`src/rtl/btn_pkg.sv`:
```
// ============================================================================
//  Module      : btn_pkg
//  Description : Shared FSM state encoding, parameter defaults and the
//                round-robin picker for the button scheduler.
//  Revision    : 1.0 - initial release
// ============================================================================
`default_nettype none

package btn_pkg;

    typedef enum logic [1:0] {
        IDLE    = 2'd0,
        CHECK   = 2'd1,
        RELEASE = 2'd2
    } state_t;

    localparam int unsigned c_PRESCALE_DEFAULT   = 50000;
    localparam int unsigned c_STABLE_CNT_DEFAULT = 4;

    // First set request at or after ptr, wrapping modulo 4.
    function automatic logic [1:0] rr_pick(input logic [3:0] req,
                                           input logic [1:0] ptr);
        logic [1:0] idx;
        logic       found;
        rr_pick = ptr;
        found   = 1'b0;
        for (int i = 0; i < 4; i++) begin
            idx = ptr + 2'(i);
            if (!found && req[idx]) begin
                rr_pick = idx;
                found   = 1'b1;
            end
        end
    endfunction

endpackage

`default_nettype wire

```
`src/rtl/tick_gen.sv`:
```
// ============================================================================
//  Module      : tick_gen
//  Description : 16-bit prescaler producing a one-cycle strobe every
//                PRESCALE clock cycles.
//  Revision    : 1.0 - initial release
// ============================================================================
`default_nettype none

module tick_gen
    import btn_pkg::*;
#(
    parameter int unsigned PRESCALE = c_PRESCALE_DEFAULT
) (
    input  logic clk,
    input  logic rst,
    output logic tick
);

    localparam logic [15:0] c_LAST = 16'(PRESCALE - 1);

    logic [15:0] r_count;

    always_ff @(posedge clk or negedge rst) begin
        if (!rst) begin
            r_count <= '0;
        end else if (r_count == c_LAST) begin
            r_count <= '0;
        end else begin
            r_count <= r_count + 16'd1;
        end
    end

    // Decoded straight from the counter register; low in reset since PRESCALE >= 2.
    assign tick = (r_count == c_LAST);

endmodule

`default_nettype wire

```
`src/rtl/btn_utemezo.sv`:
```
// ============================================================================
//  Module      : btn_utemezo
//  Description : Four-button debouncer sharing one stability counter and one
//                FSM, with round-robin service between held buttons.
//  Revision    : 1.0 - initial release
// ============================================================================
`default_nettype none

module btn_utemezo
    import btn_pkg::*;
#(
    parameter int unsigned PRESCALE   = c_PRESCALE_DEFAULT,
    parameter int unsigned STABLE_CNT = c_STABLE_CNT_DEFAULT
) (
    input  logic       clk,
    input  logic       rst,
    input  logic [3:0] btn,
    output logic [3:0] press,
    output logic       tick,
    output logic       busy,
    output logic [1:0] grant
);

    localparam logic [3:0] c_CNT_LAST = 4'(STABLE_CNT - 1);

    logic [3:0] r_sync1;
    logic [3:0] r_sbtn;
    state_t     r_state;
    logic [3:0] r_cnt;
    logic [1:0] r_rr;
    logic [1:0] r_grant;
    logic [3:0] r_press;
    logic       r_busy;
    logic       w_tick;
    logic       w_held;

    tick_gen #(
        .PRESCALE (PRESCALE)
    ) u_tick_gen (
        .clk  (clk),
        .rst  (rst),
        .tick (w_tick)
    );

    always_ff @(posedge clk or negedge rst) begin
        if (!rst) begin
            r_sync1 <= '0;
            r_sbtn  <= '0;
        end else begin
            r_sync1 <= btn;
            r_sbtn  <= r_sync1;
        end
    end

    assign w_held = r_sbtn[r_grant];

    // The counter reaching STABLE_CNT is detected on the tick that would take
    // it there, so the press pulse lands in the cycle right after that tick.
    always_ff @(posedge clk or negedge rst) begin
        if (!rst) begin
            r_state <= IDLE;
            r_cnt   <= '0;
            r_rr    <= '0;
            r_grant <= '0;
            r_press <= '0;
            r_busy  <= 1'b0;
        end else begin
            r_press <= '0;
            case (r_state)
                IDLE: begin
                    if (w_tick && (|r_sbtn)) begin
                        r_grant <= rr_pick(r_sbtn, r_rr);
                        r_cnt   <= 4'd1;
                        r_state <= CHECK;
                        r_busy  <= 1'b1;
                    end
                end
                CHECK: begin
                    if (w_tick) begin
                        if (!w_held) begin
                            r_rr    <= r_grant + 2'd1;
                            r_cnt   <= '0;
                            r_state <= IDLE;
                            r_busy  <= 1'b0;
                        end else if (r_cnt == c_CNT_LAST) begin
                            r_press <= 4'b0001 << r_grant;
                            r_cnt   <= '0;
                            r_state <= RELEASE;
                        end else begin
                            r_cnt <= r_cnt + 4'd1;
                        end
                    end
                end
                RELEASE: begin
                    if (w_tick) begin
                        if (w_held) begin
                            r_cnt <= '0;
                        end else if (r_cnt == c_CNT_LAST) begin
                            r_rr    <= r_grant + 2'd1;
                            r_cnt   <= '0;
                            r_state <= IDLE;
                            r_busy  <= 1'b0;
                        end else begin
                            r_cnt <= r_cnt + 4'd1;
                        end
                    end
                end
                default: begin
                    r_state <= IDLE;
                    r_cnt   <= '0;
                    r_busy  <= 1'b0;
                end
            endcase
        end
    end

    assign press = r_press;
    assign tick  = w_tick;
    assign busy  = r_busy;
    assign grant = r_grant;

endmodule

`default_nettype wire

```
`config.mk`:
```
export PLATFORM = sky130hd
export DESIGN_NAME = btn_utemezo
export DESIGN_NICKNAME = d
export VERILOG_FILES = /design/src/rtl/btn_pkg.sv /design/src/rtl/tick_gen.sv /design/src/rtl/btn_utemezo.sv
export SDC_FILE = /design/constraint.sdc
export NUM_CORES = 1
export LEC_CHECK = 0
export CAP_MARGIN = 20
export CORE_ASPECT_RATIO = 1.1
export CORE_UTILIZATION = 61
export CTS_CLUSTER_DIAMETER = 50
export DETAILED_ROUTE_END_ITERATION = 10
export HOLD_SLACK_MARGIN = 0.15
export PLACE_DENSITY = 0.83
export SKIP_LAST_GASP = 1
export SYNTH_ARGS = -nofsm -noshare
export SYNTH_HDL_FRONTEND = slang
export SYNTH_HIERARCHICAL = 1
export SYNTH_SLANG_ARGS = --single-unit
```
`constraint.sdc`:
```
create_clock -name clk -period 5 [get_ports clk]
set_clock_uncertainty 0.15 [all_clocks]
set_input_delay 0.75 -clock clk [delete_from_list [all_inputs] [get_ports clk]]
set_output_delay 0.75 -clock clk [all_outputs]
set_load 0.03 [all_outputs]
```
# After elaboration in Yosys (flattened, before gate mapping)
# Index checks and enable logic that the tools add are counted.
# totals
regBits	39
output_inout_bits	8
wordCells	102
# classes
addsub	6
order_cmp	5
n_eq_ne	11
n_shift	1
mux	55
reduce_logical	15
# ops
operator	count
4-bit 2-to-1 mux	10
2-bit 2-to-1 mux	15
1-bit 2-to-1 mux	20
6-bit AND reduction	3
16-bit by 1-bit adder with 16-bit output, second input constant	1
16-bit equality test, second input constant	1
16-bit 2-to-1 mux	1
2-bit by 3-bit less-than comparator with 1-bit output, second input constant	5
2-bit != test, second input constant	6
4-bit case mux with 3 select lines	1
1-bit binary-select mux with 2-bit select	5
2-bit case mux with 3 select lines	1
2-bit by 1-bit adder with 2-bit output, second input constant	2
2-bit adder, second input constant	2
4-bit by 1-bit adder with 4-bit output, second input constant	1
4-bit by 2-bit equality test with 1-bit output, second input constant	1
1-bit logical AND	4
2-bit case mux with 2 select lines	1
4-bit OR reduction	1
1-bit by 2-bit left shift with 4-bit output, first input constant	1
1-bit zero test	3
3-bit != test, second input constant	1
1-bit case mux with 3 select lines	1
3-bit AND reduction	1
5 further kinds	5

# Logic depth before layout (Yosys ltp)
# depth
word_depth	18
ltp_mapped	8
ltp_nobuf	7

# By module
# The synthesis kept the hierarchy.
# modules_own_cells
mod	n_inst	cells_each	area_per_inst_um2	seq_area_each_um2
btn_utemezo	1	93	1081.0	575.6
tick_gen	1	68	750.7	400.4

# Worst setup path after synthesis
# Ideal clock, no wire load.
# synth_timing
path_kind	reg-to-reg
start	reg u_tick_gen.r_count[0]
end	reg r_cnt[3]
setup_ns	0.124
t_arrival_ns	2.157
t_required_ns	4.726
slack_ns	2.569
stages_incl_launch_ff	9
path_cell_list	dfrtp_1 -> ha_1 -> and3_1 -> and4_1 -> buf_2 -> maj3_1 -> nor2_1 -> nor4_1 -> a211o_1
# synth_via
elab_chain_cells	4
# synth_lines
item	line	rtl
start, declared	tick_gen.sv:21	logic [15:0] r_count;
start signal, assigned	tick_gen.sv:29	r_count <= r_count + 16'd1;
16-bit equality test *	tick_gen.sv:34	assign tick = (r_count == c_LAST);
net tick	btn_utemezo.sv:19	output logic tick,
1-bit logical AND	btn_utemezo.sv:71	if (w_tick && (|r_sbtn)) begin
2-bit != test (no source line)	-	
3-bit AND reduction (no source line) *	-	
end signal, assigned	btn_utemezo.sv:90	r_cnt <= r_cnt + 4'd1;
end signal, assigned	btn_utemezo.sv:104	r_cnt <= r_cnt + 4'd1;
end, declared	btn_utemezo.sv:29	logic [3:0] r_cnt;
# The timed path passes the listed nets; every way through them passes the cells marked *.
# A chain may end at the register's enable or synchronous reset.

# Worst setup path after layout
# layout_timing
start	reg u_tick_gen.r_count[0]
end	out tick
# layout_via
elab_chain_cells	1
# layout_lines
item	line
16-bit equality test	tick_gen.sv:34
end, declared	btn_utemezo.sv:19
# No other way between the ends.

==> flow_metrics.env <==
export IMPL_fill_cells=197
export IMPL_yosysWarningCount=6
export IMPL_grt_pass1_vias=1297
export IMPL_worstPathMaxFanout=17
export IMPL_clk_root_buffer_cell="clkbuf_4"
export IMPL_layout_common_cells="dfrtp_1 (39), nor2_1 (13), clkdlybuf4s50_1 (12)"
export IMPL_stdcell_count=211
export IMPL_initial_core_util_pct=65.36
export IMPL_vias=1284
export IMPL_finalSetupTns_ps=0
export IMPL_die_h_um=59.48
export IMPL_drtAntennaViolNets=0
export IMPL_start_kind="flip-flop"
export IMPL_worst_slew_pin_slew_ps=828.4
export IMPL_area_growth_pct=12.70
export IMPL_path_clk_slew_ps=110
export IMPL_period_share_pct=71.10
export IMPL_totalWireLength_mm=3.326
export IMPL_max_stage_delay_ps=790
export IMPL_placed_cells=203
export IMPL_first_pass_iters=4
export IMPL_wl_per_cell_um=15.76
export IMPL_drc=0
export IMPL_drive_above_1_share_pct=12.36
export IMPL_core_sq_um=2803
export IMPL_postCtsSetupBuffers=0
export IMPL_netlist_area_leader_share_pct=53.28
export IMPL_fin_crit_ps=3555
export IMPL_gr_total_overflow=0
export IMPL_chipWidth_um=54.25
export IMPL_diodes=0
export IMPL_fin_nets=189
export IMPL_ys_ff_latch=39
export IMPL_portBuffers=13
export IMPL_postCtsHoldBufs=0
export IMPL_status="completed"
export IMPL_ys_seq_area_share_pct=53.28
export IMPL_antenna_found_initial=0
export IMPL_grtUsageTotal_pct=25.90
export IMPL_rows=20
export IMPL_slowest_stage="clkdlybuf4s50_1"
export IMPL_rsz0062_at_grt="false"
export IMPL_cap_violations=0
export IMPL_multi_input_area_sq_um=820.8
export IMPL_crit_required_ps=4100
export IMPL_power_leakage_nw=0.9075
export IMPL_cts_path_max_buffers=2
export IMPL_cts_resized=0
export IMPL_fmax_ghz=0.2813
export IMPL_io_pins=14
export IMPL_register_area_sq_um=975.9
export IMPL_final_common_cell="dfrtp_1"
export IMPL_grt_pass1_wl_mm=5.844
export IMPL_syn_avg_cell_area_sq_um=11.38
export IMPL_clock_sinks=39
export IMPL_ys_flop_type="dfrtp_1"
export IMPL_cts_htree_levels=2
export IMPL_insertion_delay_ps=350
export IMPL_hpwl_mm=2.242
export IMPL_netlist_area_sq_um=1832
export IMPL_synth_nets=173
export IMPL_syn_inst=161
export IMPL_cp_arrival_ps=2660
export IMPL_worstSetupPathType="flip-flop to output pin"
export IMPL_hold_viol_final=0
export IMPL_drt_initial_drc_count=38
export IMPL_cts_tree="done"
export IMPL_power_density_nw_per_um2=268.3
export IMPL_ys_top_cells_by_area="dfrtp_1 (53%), ha_1 (4.1%), xor2_1 (3.3%), nor2_1 (2.7%), nand2_1 (2.3%)"
export IMPL_setup_violations=0
export IMPL_gp_congestion=0.7185
export IMPL_hold_path_class="flip-flop to flip-flop"
export IMPL_final_max_slew_viol_count=0
export IMPL_vdd_ir_drop_worst_mv=0.2181
export IMPL_die_area_sq_um=3227
export IMPL_cp_cell_sequence="ha_1, and3_1, and4_1, clkdlybuf4s50_1"
export IMPL_synth_edf_count=0
export IMPL_grt_max_degree=40
export IMPL_slew_headroom_pct=44.77
export IMPL_via_per_inst=6.085
export IMPL_synth_distinct_cells=51
export IMPL_cts_buffers=5
export IMPL_yosys_area_top_type="dfrtp_1"
export IMPL_async_reset_ff_share_pct=100.0
export IMPL_end_kind="output pin"
==> sequential cells by signal, indices dropped and copies added (netlist names) <==
signal	flops
r_sbtn	4
busy	1
grant	2
r_rr	2
r_sync1	4
r_state	2
press	4
u_tick_gen/r_count	16
r_cnt	4
==> synthesized netlist by cell type (all sizes together) (2+ instances only) <==
library cell and number:
nand3 6, nor4 2, xor2 7, nor2 13, buf 2, nand2b 2, nor4bb 2, xnor2 4
and2 4, nor2b 4, nand2 12, nor3b 2, o21ai 7, mux2i 2, a21oi 6, or2b 2
nand4 3, dfrtp 39, clkbuf 2, o22ai 3, ha 6, and4 4, nand3b 2, inv 4
==> path summary, 6_finish.rpt <==
path | startpoint | endpoint | slack (ps) | cells past startpoint
worst max-delay path | u_tick_gen/r_count[0] | tick | 1440 | 4
worst min-delay path | r_sync1[3] | r_sbtn[3] | 220 | 0
worst max register to register | u_tick_gen/r_count[0] | grant[0] | 2030 | 7
worst min register to register | r_sync1[3] | r_sbtn[3] | 220 | 0
max in group asynchronous | rst | u_tick_gen/r_count[15] | 3840 | 1
min in group asynchronous | rst | r_cnt[1] | 330 | 1
==> worst max-delay path, delay by kind of cell (launching register included) <==
| kind | cells | cell delay [ps] |
|---|---|---|
| AND/OR/NAND/NOR | 2 | 860 |
| buffers and inverters | 1 | 790 |
| flip-flops | 1 | 430 |
| adder cells (fa/ha/maj) | 1 | 220 |
==> final cells by class <==
| cell class | instances | share of cell area [%] |
|---|---|---|
| sequential | 39 | 47.27 |
| clock inverter | 2 | 1.697 |
| timing repair buffer | 13 | 6.061 |
| inverter | 4 | 0.7273 |
| multi-input combinational | 114 | 39.76 |
| clock buffer | 6 | 2.485 |
| tap | 33 | 2.000 |
==> logic make-up (layout without fill, tap and decap cells) <==
| logic type | after synthesis | after routing | synth area share, % |
|---|---|---|---|
| multiplexers | 4 | 4 | 3.347 |
| AO/OA/AOI/OAI | 28 | 28 | 10.93 |
| adder cells (fa/ha/maj) | 7 | 7 | 4.645 |
| XOR/XNOR | 11 | 11 | 5.259 |
| buffers and inverters | 8 | 25 | 1.912 |
| AND/OR/NAND/NOR | 64 | 64 | 20.63 |
| flip-flops | 39 | 39 | 53.28 |
==> stage by stage <==
step                area (sq um)  utilization (%)  hold slack [ps]  setup WS (ps)  total power, mW
floorplan                   1832                -            181.2           2569           0.3303
global placement            1978            70.58            182.1           1946           0.3401
detailed placement          1978            70.58            191.3           1844           0.3409
CTS                         2064            73.66            224.9           1438           0.5603
global route                2064            73.66            235.9           1308           0.5743
finish                      2064            73.66            223.9           1445           0.5539
==> per-layer routing <==
layer	up-vias	share of wire, %	track usage, %
li1	609	-	-
met1	632	43	31.87
met2	33	50	40.59
met3	10	4.2	9.231
met4	0	2.0	10.99
met5	-	0	0
==> power breakdown <==
part	leakage [nW]	internal, mW	switching [mW]
logic	0.347	0.00543	0.00763
clock network	0.0482	0.118	0.101
registers	0.512	0.319	0.00298
total	0.907	0.442	0.112
Note: power is estimated with default switching activity, not from simulation.
